File: src/rtl/mem_access_stage.sv
// Memory-access pipeline stage: range-checks one load/store at a time against the
// data-RAM window, drives the data-memory port and returns one response per request.
module mem_access_stage #(
  parameter int unsigned ADDR_W    = 8,
  parameter int unsigned DATA_W    = 8,
  parameter int unsigned BASE_ADDR = 64,
  parameter int unsigned DEPTH     = 64,
  parameter int unsigned READ_LAT  = 1
) (
  input  logic              clk,
  input  logic              reset,
  input  logic              req_valid,
  output logic              req_ready,
  input  logic              req_is_store,
  input  logic [ADDR_W-1:0] req_addr,
  input  logic [DATA_W-1:0] req_wdata,
  input  logic [2:0]        req_rd,
  output logic [ADDR_W-1:0] mem_addr,
  output logic [DATA_W-1:0] mem_wdata,
  output logic              mem_we,
  input  logic [DATA_W-1:0] mem_rdata,
  output logic              resp_valid,
  input  logic              resp_ready,
  output logic [DATA_W-1:0] resp_data,
  output logic [2:0]        resp_rd,
  output logic              resp_is_load,
  output logic              resp_fault,
  output logic [7:0]        fault_count
);

  localparam int unsigned     LAST_I   = BASE_ADDR + DEPTH - 1;
  localparam logic [ADDR_W:0] LO       = BASE_ADDR[ADDR_W:0];
  localparam logic [ADDR_W:0] HI       = LAST_I[ADDR_W:0];
  localparam logic [1:0]      LAT_LAST = READ_LAT[1:0];

  typedef enum logic [1:0] {IDLE, READ, WRITE, RESP} state_t;

  state_t          state;
  logic [1:0]      lat_cnt;
  logic [ADDR_W:0] addr_ext;
  logic            in_window;

  // One extra bit so the upper bound never wraps at the top of the address space.
  assign addr_ext  = {1'b0, req_addr};
  assign in_window = (addr_ext >= LO) && (addr_ext <= HI);
  assign req_ready = (state == IDLE) && !reset;

  always_ff @(posedge clk or posedge reset) begin
    if (reset) begin
      state        <= IDLE;
      lat_cnt      <= '0;
      mem_addr     <= '0;
      mem_wdata    <= '0;
      mem_we       <= 1'b0;
      resp_valid   <= 1'b0;
      resp_data    <= '0;
      resp_rd      <= '0;
      resp_is_load <= 1'b0;
      resp_fault   <= 1'b0;
      fault_count  <= '0;
    end else begin
      case (state)
        IDLE: begin
          if (req_valid) begin
            resp_rd <= req_rd;
            if (!in_window) begin
              state        <= RESP;
              resp_valid   <= 1'b1;
              resp_fault   <= 1'b1;
              resp_is_load <= 1'b0;
              resp_data    <= '0;
              if (fault_count != '1) fault_count <= fault_count + 8'd1;
            end else if (req_is_store) begin
              state        <= WRITE;
              mem_addr     <= req_addr;
              mem_wdata    <= req_wdata;
              mem_we       <= 1'b1;
              resp_fault   <= 1'b0;
              resp_is_load <= 1'b0;
              resp_data    <= '0;
            end else begin
              state        <= READ;
              mem_addr     <= req_addr;
              lat_cnt      <= 2'd1;
              resp_fault   <= 1'b0;
              resp_is_load <= 1'b1;
            end
          end
        end
        WRITE: begin
          mem_we     <= 1'b0;
          resp_valid <= 1'b1;
          state      <= RESP;
        end
        READ: begin
          if (lat_cnt == LAT_LAST) begin
            resp_data  <= mem_rdata;
            resp_valid <= 1'b1;
            state      <= RESP;
          end else begin
            lat_cnt <= lat_cnt + 2'd1;
          end
        end
        RESP: begin
          if (resp_ready) begin
            resp_valid <= 1'b0;
            state      <= IDLE;
          end
        end
        default: state <= IDLE;
      endcase
    end
  end

endmodule

File: config.mk
export PLATFORM = sky130hd
export DESIGN_NAME = mem_access_stage
export DESIGN_NICKNAME = d
export VERILOG_FILES = /design/src/rtl/mem_access_stage.sv
export SDC_FILE = /design/constraint.sdc
export NUM_CORES = 1
export LEC_CHECK = 0
export CAP_MARGIN = 10
export CORE_MARGIN = 5
export CORE_UTILIZATION = 35
export CTS_CLUSTER_SIZE = 25
export DETAILED_ROUTE_END_ITERATION = 7
export PLACE_DENSITY = 0.72
export SYNTH_ARGS = -nofsm -noshare
export SYNTH_HDL_FRONTEND = slang
export SYNTH_SLANG_ARGS = --single-unit
File: constraint.sdc
create_clock -name clk -period 2.02 [get_ports clk]
set_input_delay 0.404 -clock clk [delete_from_list [all_inputs] [get_ports clk]]
set_output_delay 0.404 -clock clk [all_outputs]
set_load 0.01 [all_outputs]
==> reports/qor.yml, run 1 <==
path_class: "flop to flop"
yosysTopAreaCellShare: 0.543
yosysMostFrequentCell: "dfrtp_1"
cts_tree: "yes"
syn_nets: 201
netlist_instances: 162
synthFlopType: "dfrtp_1"
pwr-share-clk: 0.166
powerDensity_nw_per_um2: 1300
netlist_top_cells_count: "dfrtp_1, mux2_2, inv_1, nand2_1, mux2i_1"
numClockSinks: 43
diodes: 0
power.switching_mw: 1.27
worstPathMaxFanout: 8
dpl.hpwl_um: 3280
clk_path_buf_depth: 2
antenna_found_initial: 0
critical-path-slowest-cell: "a311oi_4"
drv_slew: 0
comb_power_share: 0.480
place.gp.congestion: 0.743
clk_pin_slew_ns: 0.08
power.internal_mw: 2.62
cts-root-buf: "clkbuf_8"
setup_viol: 0
core_um2: 5510
outcome: "finished, final reports clean"
skew_ns: 0.00834
wl_per_cell_um: 13.1
crit_chain: "inv_1, ha_1, buf_4, nand2_4, a311oi_4, mux2_1"
hold_viol: 0
rsz0062_at_grt: "no"
routed_wl_um: 4210
post_cts_buffers: 0
die_area_um2: 7270
slowest_delay_ns: 0.43
synth_cell_types: 35
die_h_um: 85.3
cts_buffers: 5
first_iter_violations: 36
power_leakage_nw: 1.33
grt_usage: 0.124
dp_worst_setup_slack_ns: -0.143
drc: 0
clk_latency_ns: 0.29
hold_slack_ns: 0.460
grt_max_degree: 25
cp.arrival_ns: 2.03
final_core_util: 0.541
ys_top_cells_by_area: "dfrtp_1, mux2_2, mux2i_1, ha_1, inv_1"
pwr-share-seq: 0.354
fin_crit_sh: 0.917
grt_pass1_vias: 1580
h-tree-depth: 2
portBuffers: 71
yosysWarningCount: 0
grt.overflow.total: 0
num_vias: 1462
switching_share: 0.326
fin_ws_ns: 0.168
slew_headroom: 0.683
synth-edff-count: 0
syn_area_um2: 1980
first_pass_iters: 4
drive_gt1_frac: 0.201
synth_area_per_cell_um2: 12.2
start_util: 0.360
min_period_ns: 1.85
synth_largest_area_cell: "dfrtp_1"
required_ns: 2.20
cap_violations: 0
peakVddDrop_mv: 0.660
die_w_um: 85.3
start_kind: "flop"
pin_count: 72
nNetsFinal: 288
async_reset_ff_frac: 1.00
synth-seq-area-share: 0.543
ys_ff_latch: 43
ant_nets: 0
syn_to_final_growth_pct: 50.4
grt_pass1_wl_um: 7300
max_freq_mhz: 540
std_cell_rows: 27
via_per_inst: 4.55
worst_slew_pin_slew_ns: 0.475
fin_tns_setup_ns: 0
cp-end-kind: "flop"
hp-class: "input pin to async pin"
==> cells in the final DEF (no fill, tap or decap), types with 2 or more instances in the layout <==
cell             synthesis  layout
o21ai_0                  5       5
and3_1                   3       3
mux2i_1                 10      10
dfrtp_1                 43      43
inv_1                   16      14
inv_2                    0       2
a31oi_1                  2       2
nor2_1                   3       3
nand4_1                  3       3
nor2b_1                  3       3
clkdlybuf4s50_1          0      70
buf_4                    1      13
ha_1                     7       7
nand2_1                 16      16
clkbuf_8                 0       5
mux2_2                  19      19
a21oi_1                  2       2
nand2b_1                 2       2
xnor2_1                  6       6
==> critical path: cells and delay by family (launching register included) <==
kind            cells  cell delay [ns]
simple gates        1             0.06
mux                 1             0.36
compound gates      1             0.43
buf+inv             2             0.29
fa+ha+maj           1             0.20
flops               1             0.41
==> registers in the layout, summed over array words and instances, names as in the netlist, 2 cells and up <==
register,count
fault_count,8
lat_cnt,2
mem_addr,8
resp_rd,3
mem_wdata,8
resp_data,8
state,2
==> metrics by stage <==
step	power (mW)	instance area (um2)	instances
3_5_place_dp	3.29	2870	314
6_report	3.89	2980	321
4_1_cts	3.96	2980	321
5_1_grt	4.20	2980	321
2_1_floorplan	2.40	1980	162
3_3_place_gp	3.26	2870	314
==> power groups by stage <==
stage	clock, mW	sequential [mW]	combinational, mW
after floorplan	0	1.51	0.891
after global placement	0	1.38	1.87
after detailed placement	0	1.39	1.90
final	0.646	1.37	1.87
after global routing	0.717	1.43	2.06
after CTS	0.678	1.38	1.90
==> path summary, 6_finish.rpt <==
path | from | endpoint | slack (ns) | cells past startpoint
max | state[1] | fault_count[1] | 0.17 | 6
max reg2reg | state[1] | fault_count[1] | 0.17 | 6
min reg2reg | mem_addr[6] | mem_addr[6] | 0.47 | 1
max in group asynchronous | reset | resp_data[1] | 1.08 | 3
min in group clk | mem_addr[6] | mem_addr[6] | 0.47 | 1
min | reset | mem_wdata[6] | 0.46 | 2
==> final cells by class <==
| class | instances | area [um2] |
|---|---|---|
| fill | 489 | 2530 |
| clock buffer | 5 | 68.8 |
| inverter | 16 | 60.1 |
| timing repair buffer | 85 | 827 |
| clock inverter | 2 | 37.5 |
| tap | 72 | 90.1 |
| sequential | 43 | 1080 |
| multi-input combinational | 98 | 821 |
==> repair_timing <==
action / in CTS / in global routing
setup endpoints to repair: 1 / 5
cloned: 0 / 0
pin swaps: 0 / 0
endpoints found under the hold margin: 0 / 0
resized for setup: 2 / 1
hold buffers: 0 / 0
==> kinds of logic (layout without fill, tap and decap cells) <==
kind of cell / Yosys count / count (layout) / share of synthesized area
xor gates and xnor gates: 7 / 7 / 0.0309
adders and majority gates: 7 / 7 / 0.0442
and+or+nand+nor: 38 / 38 / 0.107
muxes: 30 / 30 / 0.164
buffers and inverters: 21 / 108 / 0.0436
AOI/OAI and AO/OA: 16 / 16 / 0.0676
DFF: 43 / 43 / 0.543
==> per-layer routing <==
| metal | part of all wire | global-route usage | vias up |
|---|---|---|---|
| met4 | 0.0026 | 0.0302 | 0 |
| li1 | - | - | 718 |
| met5 | 0 | 0 | - |
| met2 | 0.51 | 0.212 | 35 |
| met1 | 0.41 | 0.141 | 707 |
| met3 | 0.079 | 0.0553 | 2 |
Note: power is estimated with default switching activity, not from simulation.
==> inputs of run 2 (changes only) <==
REMOVE_ABC_BUFFERS = 1   (was not set)
TNS_END_PERCENT = 20   (was not set)
==> run 2 against run 1 <==
Net effect:
- register-to-register slack is essentially flat
- sequential power about the same
- non-clock buffer count grew 2
- clock-buffer cell count is 2 higher
- worst hold slack worse by 0.024 ns
- routed wire length grew 2.5%
- critical path depth unchanged
- via count is 0.68% higher
- global-route usage is 0.37 points higher
- clock skew down 0.0059 ns
- design area barely moved
- first-iteration DRC count shrank 22%
- largest cell class unchanged
==> reports/qor.yml, run 2 (synthesis results as in run 1) <==
path_buf_inv: 2  # unchanged
cap_violations: 0  # unchanged
drc: 0  # unchanged
die_w_um: 85.3  # unchanged
critical-path-slowest-cell: "a311oi_4"
cts_buffers: 5  # unchanged
portBuffers: 71  # unchanged
start_util: 0.360  # unchanged
nFillCells: 493  # +0.82%
placed_cell_area_um2: 2900  # +0.96%
power_leakage_nw: 1.33  # +0.38%
finalNonFillerCells: 324  # +0.93%
max_freq_mhz: 536  # -0.67%
peakVddDrop_mv: 0.692  # +4.8%
clk_path_buf_depth: 2  # unchanged
skew_ns: 0.00242  # -0.00592 ns
ant_nets: 0  # unchanged
slowest_delay_ns: 0.45  # +0.02 ns
path_class: "flop to flop"
routed_wl_um: 4320  # +2.5%
cpLargestDelayFamily: "compound AO/OA/AOI/OAI gates"
die_area_um2: 7270  # unchanged
h-tree-depth: 2  # unchanged
via_per_inst: 4.54  # -0.25%
pin_count: 72  # unchanged
placed_cells: 316  # +0.64%
power_mw: 3.85  # -0.87%
slew_headroom: 0.706  # +0.0228
clk_pin_slew_ns: 0.08  # about the same
design_area_um2: 2980  # about the same
fin_ws_ns: 0.155  # -0.0125 ns
antenna_found_initial: 0  # unchanged
dp_worst_setup_slack_ns: -0.0924  # +0.0508 ns
final_common_cell: "clkdlybuf4s50_1"
std_cell_rows: 27  # unchanged
die_h_um: 85.3  # unchanged
diodes: 0  # unchanged
place.gp.congestion: 0.776  # +4.5%
clk_latency_ns: 0.29  # about the same
cts-root-buf: "clkbuf_8"
hold_viol: 0  # unchanged
crit_chain: "inv_2, ha_1, buf_4, nand2_4, a311oi_4, mux2_1"
cp.arrival_ns: 2.04  # about the same
setup_viol: 0  # unchanged
outcome: "finished, final reports clean"
hp-class: "input pin to async pin"
grt_usage: 0.128  # +0.00372
core_um2: 5510  # unchanged
final_cell_mix: "clkdlybuf4s50_1, dfrtp_1, mux2_2"
cts_tree: "yes"
first_pass_iters: 4  # unchanged
drive_gt1_frac: 0.202  # +0.00158
grt_pass1_wl_um: 7420  # +1.7%
num_vias: 1472  # +0.68%
powerDensity_nw_per_um2: 1290  # -0.91%
min_period_ns: 1.86  # +0.0125 ns
nNetsFinal: 290  # +0.69%
numClockSinks: 43  # unchanged
hold_buffers: 0  # unchanged
grt.overflow.total: 0  # unchanged
wl_per_cell_um: 13.3  # +1.6%
required_ns: 2.20  # about the same
start_kind: "flop"
worstPathMaxFanout: 8  # unchanged
syn_to_final_growth_pct: 50.4  # about the same
rsz0062_at_grt: "no"
worst_slew_pin_slew_ns: 0.441  # -0.0333 ns
fin_tns_setup_ns: 0  # unchanged
cp-end-kind: "flop"
post_cts_buffers: 0  # unchanged
fin_crit_sh: 0.923  # +0.00617
hold_slack_ns: 0.436  # -0.0240 ns
final_core_util: 0.541  # about the same
grt_max_degree: 19  # -24%
dpl.hpwl_um: 3410  # +4.0%
first_iter_violations: 28  # -22%
grt_pass1_vias: 1564  # -1.0%
drv_slew: 0  # unchanged
## run 2: cell count changes in the layout (fill, tap and decap cells not counted), sizes merged
cell and change:
buf +2, clkbuf +2, bufinv -1, clkinv +1, clkinvlp -1
## run 2: worst register-to-register path, stage by stage (launching register included)
cell      delay, ns
dfrtp_1        0.41
inv_2          0.10
ha_1           0.19
buf_4          0.18
nand2_4        0.07
a311oi_4       0.45
mux2_1         0.37
## run 2: path summary, 6_finish.rpt
path	start	to	slack [ns]	cells past startpoint
min reg2reg	mem_addr[6]	mem_addr[6]	0.47	1
min in group clk	mem_addr[6]	mem_addr[6]	0.47	1
max	state[0]	fault_count[1]	0.16	6
max reg2reg	state[0]	fault_count[1]	0.16	6
max in group asynchronous	reset	mem_addr[0]	1.11	3
min	reset	resp_data[2]	0.44	2
## run 2: layout make-up
type | instances | area [um2] | area share
flip-flops and latches | 43 | 1080 | 0.361
clock inverters | 1 | 5.00 | 0.00168
repair buffers | 87 | 855 | 0.287
clock buffers | 7 | 76.3 | 0.0256
well taps | 72 | 90.1 | 0.0302
multi-input cells | 98 | 820 | 0.275
inverters | 16 | 60.1 | 0.0201
## run 2: report_power, final
part           internal (mW)  switching (mW)
logic                   1.14           0.820
clock network          0.243           0.273
registers               1.18           0.193
## run 2: per-layer routing
layer	vias to the layer above	global-route usage	part of all wire
met5	-	0	0
met4	0	0.0388	0.012
met3	8	0.0544	0.094
met2	54	0.205	0.47
met1	685	0.156	0.43
li1	725	-	-
## run 2: timing repair
item | in CTS | in global routing
endpoints found under the setup margin | 1 | 0
endpoints found under the hold margin | 0 | 0
gates resized for setup | 3 | 0
==> inputs of run 3 (changes only) <==
ABC_AREA = 1   (was not set)
ABC_CLOCK_PERIOD_IN_PS = 2020   (was not set)
CORE_UTILIZATION = 40   (was 35)
PLACE_DENSITY = 0.78   (was 0.72)
==> run 3 against run 2 <==
Net effect:
- sequential cell count unchanged
- via count is 30% higher
- register-to-register slack improved by 0.12 ns
==> reports/qor.yml, run 3 <==
grt_pass1_wl_um: 8360  # +13%
die_h_um: 85.0  # -0.28%
via_per_inst: 4.53  # -0.33%
drc: 0  # unchanged
placed_cell_area_um2: 3050  # +5.2%
clk_latency_ns: 0.28  # about the same
pin_count: 72  # unchanged
hold_viol: 0  # unchanged
peakVddDrop_mv: 0.547  # -21%
h-tree-depth: 2  # unchanged
yosysTopAreaCellShare: 0.478  # -0.0649
async_reset_ff_frac: 1.00  # unchanged
worst_slew_pin_slew_ns: 0.428  # -0.0134 ns
cts_tree: "yes"
placed_cells: 414  # +31%
path_buf_inv: 3  # +1
pwr-share-seq: 0.352  # -0.005
finalNonFillerCells: 422  # +30%
cpLargestDelayFamily: "buffers and inverters"
die_w_um: 85.0  # -0.28%
drv_slew: 0  # unchanged
slew_headroom: 0.715  # +0.00895
dpl.hpwl_um: 3860  # +13%
cap_violations: 0  # unchanged
drive_gt1_frac: 0.111  # -0.0910
yosys-mux-area-fraction: 0  # -0.164
min_period_ns: 1.82  # -0.0407 ns
start_kind: "flop"
comb_power_share: 0.507  # -0.002
max_freq_mhz: 548  # +2.2%
grt_usage: 0.141  # +0.0129
cts-root-buf: "clkbuf_8"
synth_simple_gate_area_frac: 0.346  # +0.239
synth_cell_types: 25  # -29%
critical-path-slowest-cell: "dfrtp_1"
power.internal_mw: 2.55  # -0.72%
outcome: "finished, final reports clean"
cp-end-kind: "output pin"
slowest_delay_ns: 0.41  # -0.04 ns
die_area_um2: 7230  # -0.55%
fin_tns_setup_ns: 0  # unchanged
diodes: 0  # unchanged
core_um2: 5470  # -0.61%
synthFlopType: "dfrtp_1"
clk_path_buf_depth: 2  # unchanged
hp-class: "flop to flop"
power_mw: 4.13  # +7.2%
grt.overflow.total: 0  # unchanged
synth_top_family_by_area: "simple AND/OR/NAND/NOR gates"
synth_area_per_cell_um2: 8.28  # -32%
netlist_top_cells_count: "nand2_1, dfrtp_1, inv_1, nor2_1"
rsz0062_at_grt: "no"
synth-edff-count: 0  # unchanged
powerDensity_nw_per_um2: 1310  # +1.5%
grt_pass1_vias: 1900  # +21%
required_ns: 1.62  # -0.58 ns
pwr-share-clk: 0.141  # +0.007
worstPathMaxFanout: 4  # -4
portBuffers: 71  # unchanged
synth_fa_ha_area_frac: 0.0389  # -0.00528
netlist_instances: 272  # +68%
syn_area_um2: 2250  # +14%
first_iter_violations: 51  # +82%
std_cell_rows: 27  # unchanged
place.gp.congestion: 0.795  # +2.5%
yosysMostFrequentCell: "nand2_1"
final_cell_mix: "nand2_1, clkdlybuf4s50_1, dfrtp_1"
routed_wl_um: 4920  # +14%
num_vias: 1911  # +30%
synth_largest_area_cell: "dfrtp_1"
synth-seq-area-share: 0.478  # -0.0649
design_area_um2: 3150  # +5.7%
first_pass_iters: 5  # +1
power.switching_mw: 1.58  # +23%
antenna_found_initial: 0  # unchanged
final_common_cell: "nand2_1"
nFillCells: 514  # +4.3%
ys_top_cells_by_area: "dfrtp_1, nand2_1, inv_1, ha_1, o21ai_2"
path_class: "flop to output pin"
hold_buffers: 0  # unchanged
clk_pin_slew_ns: 0.08  # about the same
numClockSinks: 43  # unchanged
skew_ns: 0.00539  # +0.00297 ns
syn_to_final_growth_pct: 40.0
setup_viol: 0  # unchanged
start_util: 0.411  # +0.0514
synth_compound_area_frac: 0.0584  # -0.00918
cp.arrival_ns: 1.42  # -0.62 ns
synth_xor_area_frac: 0.0117  # -0.0193
nNetsFinal: 388  # +34%
wl_per_cell_um: 11.7  # -13%
crit_chain: "inv_1, ha_1, inv_1, nor2_1, dlygate4sd2_1"
ys_ff_latch: 43  # unchanged
switching_share: 0.383  # +0.0493
critPathMostFrequentCell: "inv_1"
fin_crit_sh: 0.903  # -0.0202
yosysWarningCount: 0  # unchanged
grt_max_degree: 44  # +25
ant_nets: 0  # unchanged
power_leakage_nw: 1.56  # +18%
cts_buffers: 5  # unchanged
[run 3: cell types whose count changed after synthesis, moves of 8 or more]
| cell | previous run | this run |
|---|---|---|
| mux2i_1 | 10 | 0 |
| nand3b_1 | 0 | 8 |
| nand2_1 | 16 | 124 |
| o21ai_2 | 0 | 8 |
| mux2_2 | 19 | 0 |
| inv_1 | 16 | 27 |
| nor2_1 | 3 | 11 |
[run 3: stage by stage]
step | util | worst slack [ns] | hold slack (ns)
after CTS | 0.576 | 0.176 | 0.476
final | 0.576 | 0.196 | 0.472
after detailed placement | 0.558 | 0.107 | 0.456
after global placement | 0.558 | 0.129 | 0.448
after global routing | 0.576 | 0.0456 | 0.497
after floorplan | - | 0.445 | 0.442
[run 3: layout make-up]
class | instances | area [um2] | area share
sequential | 43 | 1080 | 0.342
multi-input combinational | 195 | 1020 | 0.325
timing repair buffer | 73 | 737 | 0.234
inverter | 31 | 124 | 0.0393
clock buffer | 8 | 100 | 0.0318
tap | 72 | 90.1 | 0.0286
[run 3: logic make-up after synthesis]
kind of cell    after synthesis
compound gates               18
xor+xnor                      3
fa+ha+maj                     7
buf+inv                      34
flops                        43
simple gates                167
[run 3: worst paths after layout]
| kind | startpoint | endpoint | slack, ns | cells past startpoint |
|---|---|---|---|---|
| hold / removal | resp_data[7] | resp_data[7] | 0.47 | 2 |
| hold reg to reg | resp_data[7] | resp_data[7] | 0.47 | 2 |
| min in group asynchronous | reset | fault_count[0] | 0.50 | 3 |
| max in group asynchronous | reset | resp_data[1] | 1.33 | 3 |
| setup reg to reg | state[1] | lat_cnt[0] | 0.28 | 9 |
| setup / recovery | state[0] | req_ready | 0.20 | 5 |
[run 3: timing repair]
| item | in CTS | in global routing |
|---|---|---|
| buffers inserted | 0 | 0 |
| setup endpoints to repair | 1 | 0 |
| resized for setup | 1 | 0 |
[run 3: power groups by stage]
stage | Combinational (mW) | Clock (mW) | Sequential, mW
after global placement | 2.08 | 0 | 1.45
after CTS | 2.14 | 0.606 | 1.46
final | 2.09 | 0.582 | 1.45
after detailed placement | 2.14 | 0 | 1.47
after global routing | 2.36 | 0.639 | 1.51
after floorplan | 1.02 | 0 | 1.59
[run 3: worst min-delay path: cells and delay by family, from the launching register on]
family / cells / cell delay, ns
DFF: 1 / 0.34
and+or+nand+nor: 2 / 0.10
[run 3: routing by layer]
| layer | track usage | routed length (um) | share of wire | vias to the layer above |
|---|---|---|---|---|
| met4 | 0.0475 | 70 | 0.014 | 0 |
| met3 | 0.0330 | 285 | 0.058 | 7 |
| li1 | - | - | - | 988 |
| met1 | 0.169 | 2100 | 0.43 | 869 |
| met2 | 0.246 | 2460 | 0.50 | 47 |
| met5 | 0 | 0 | 0 | - |
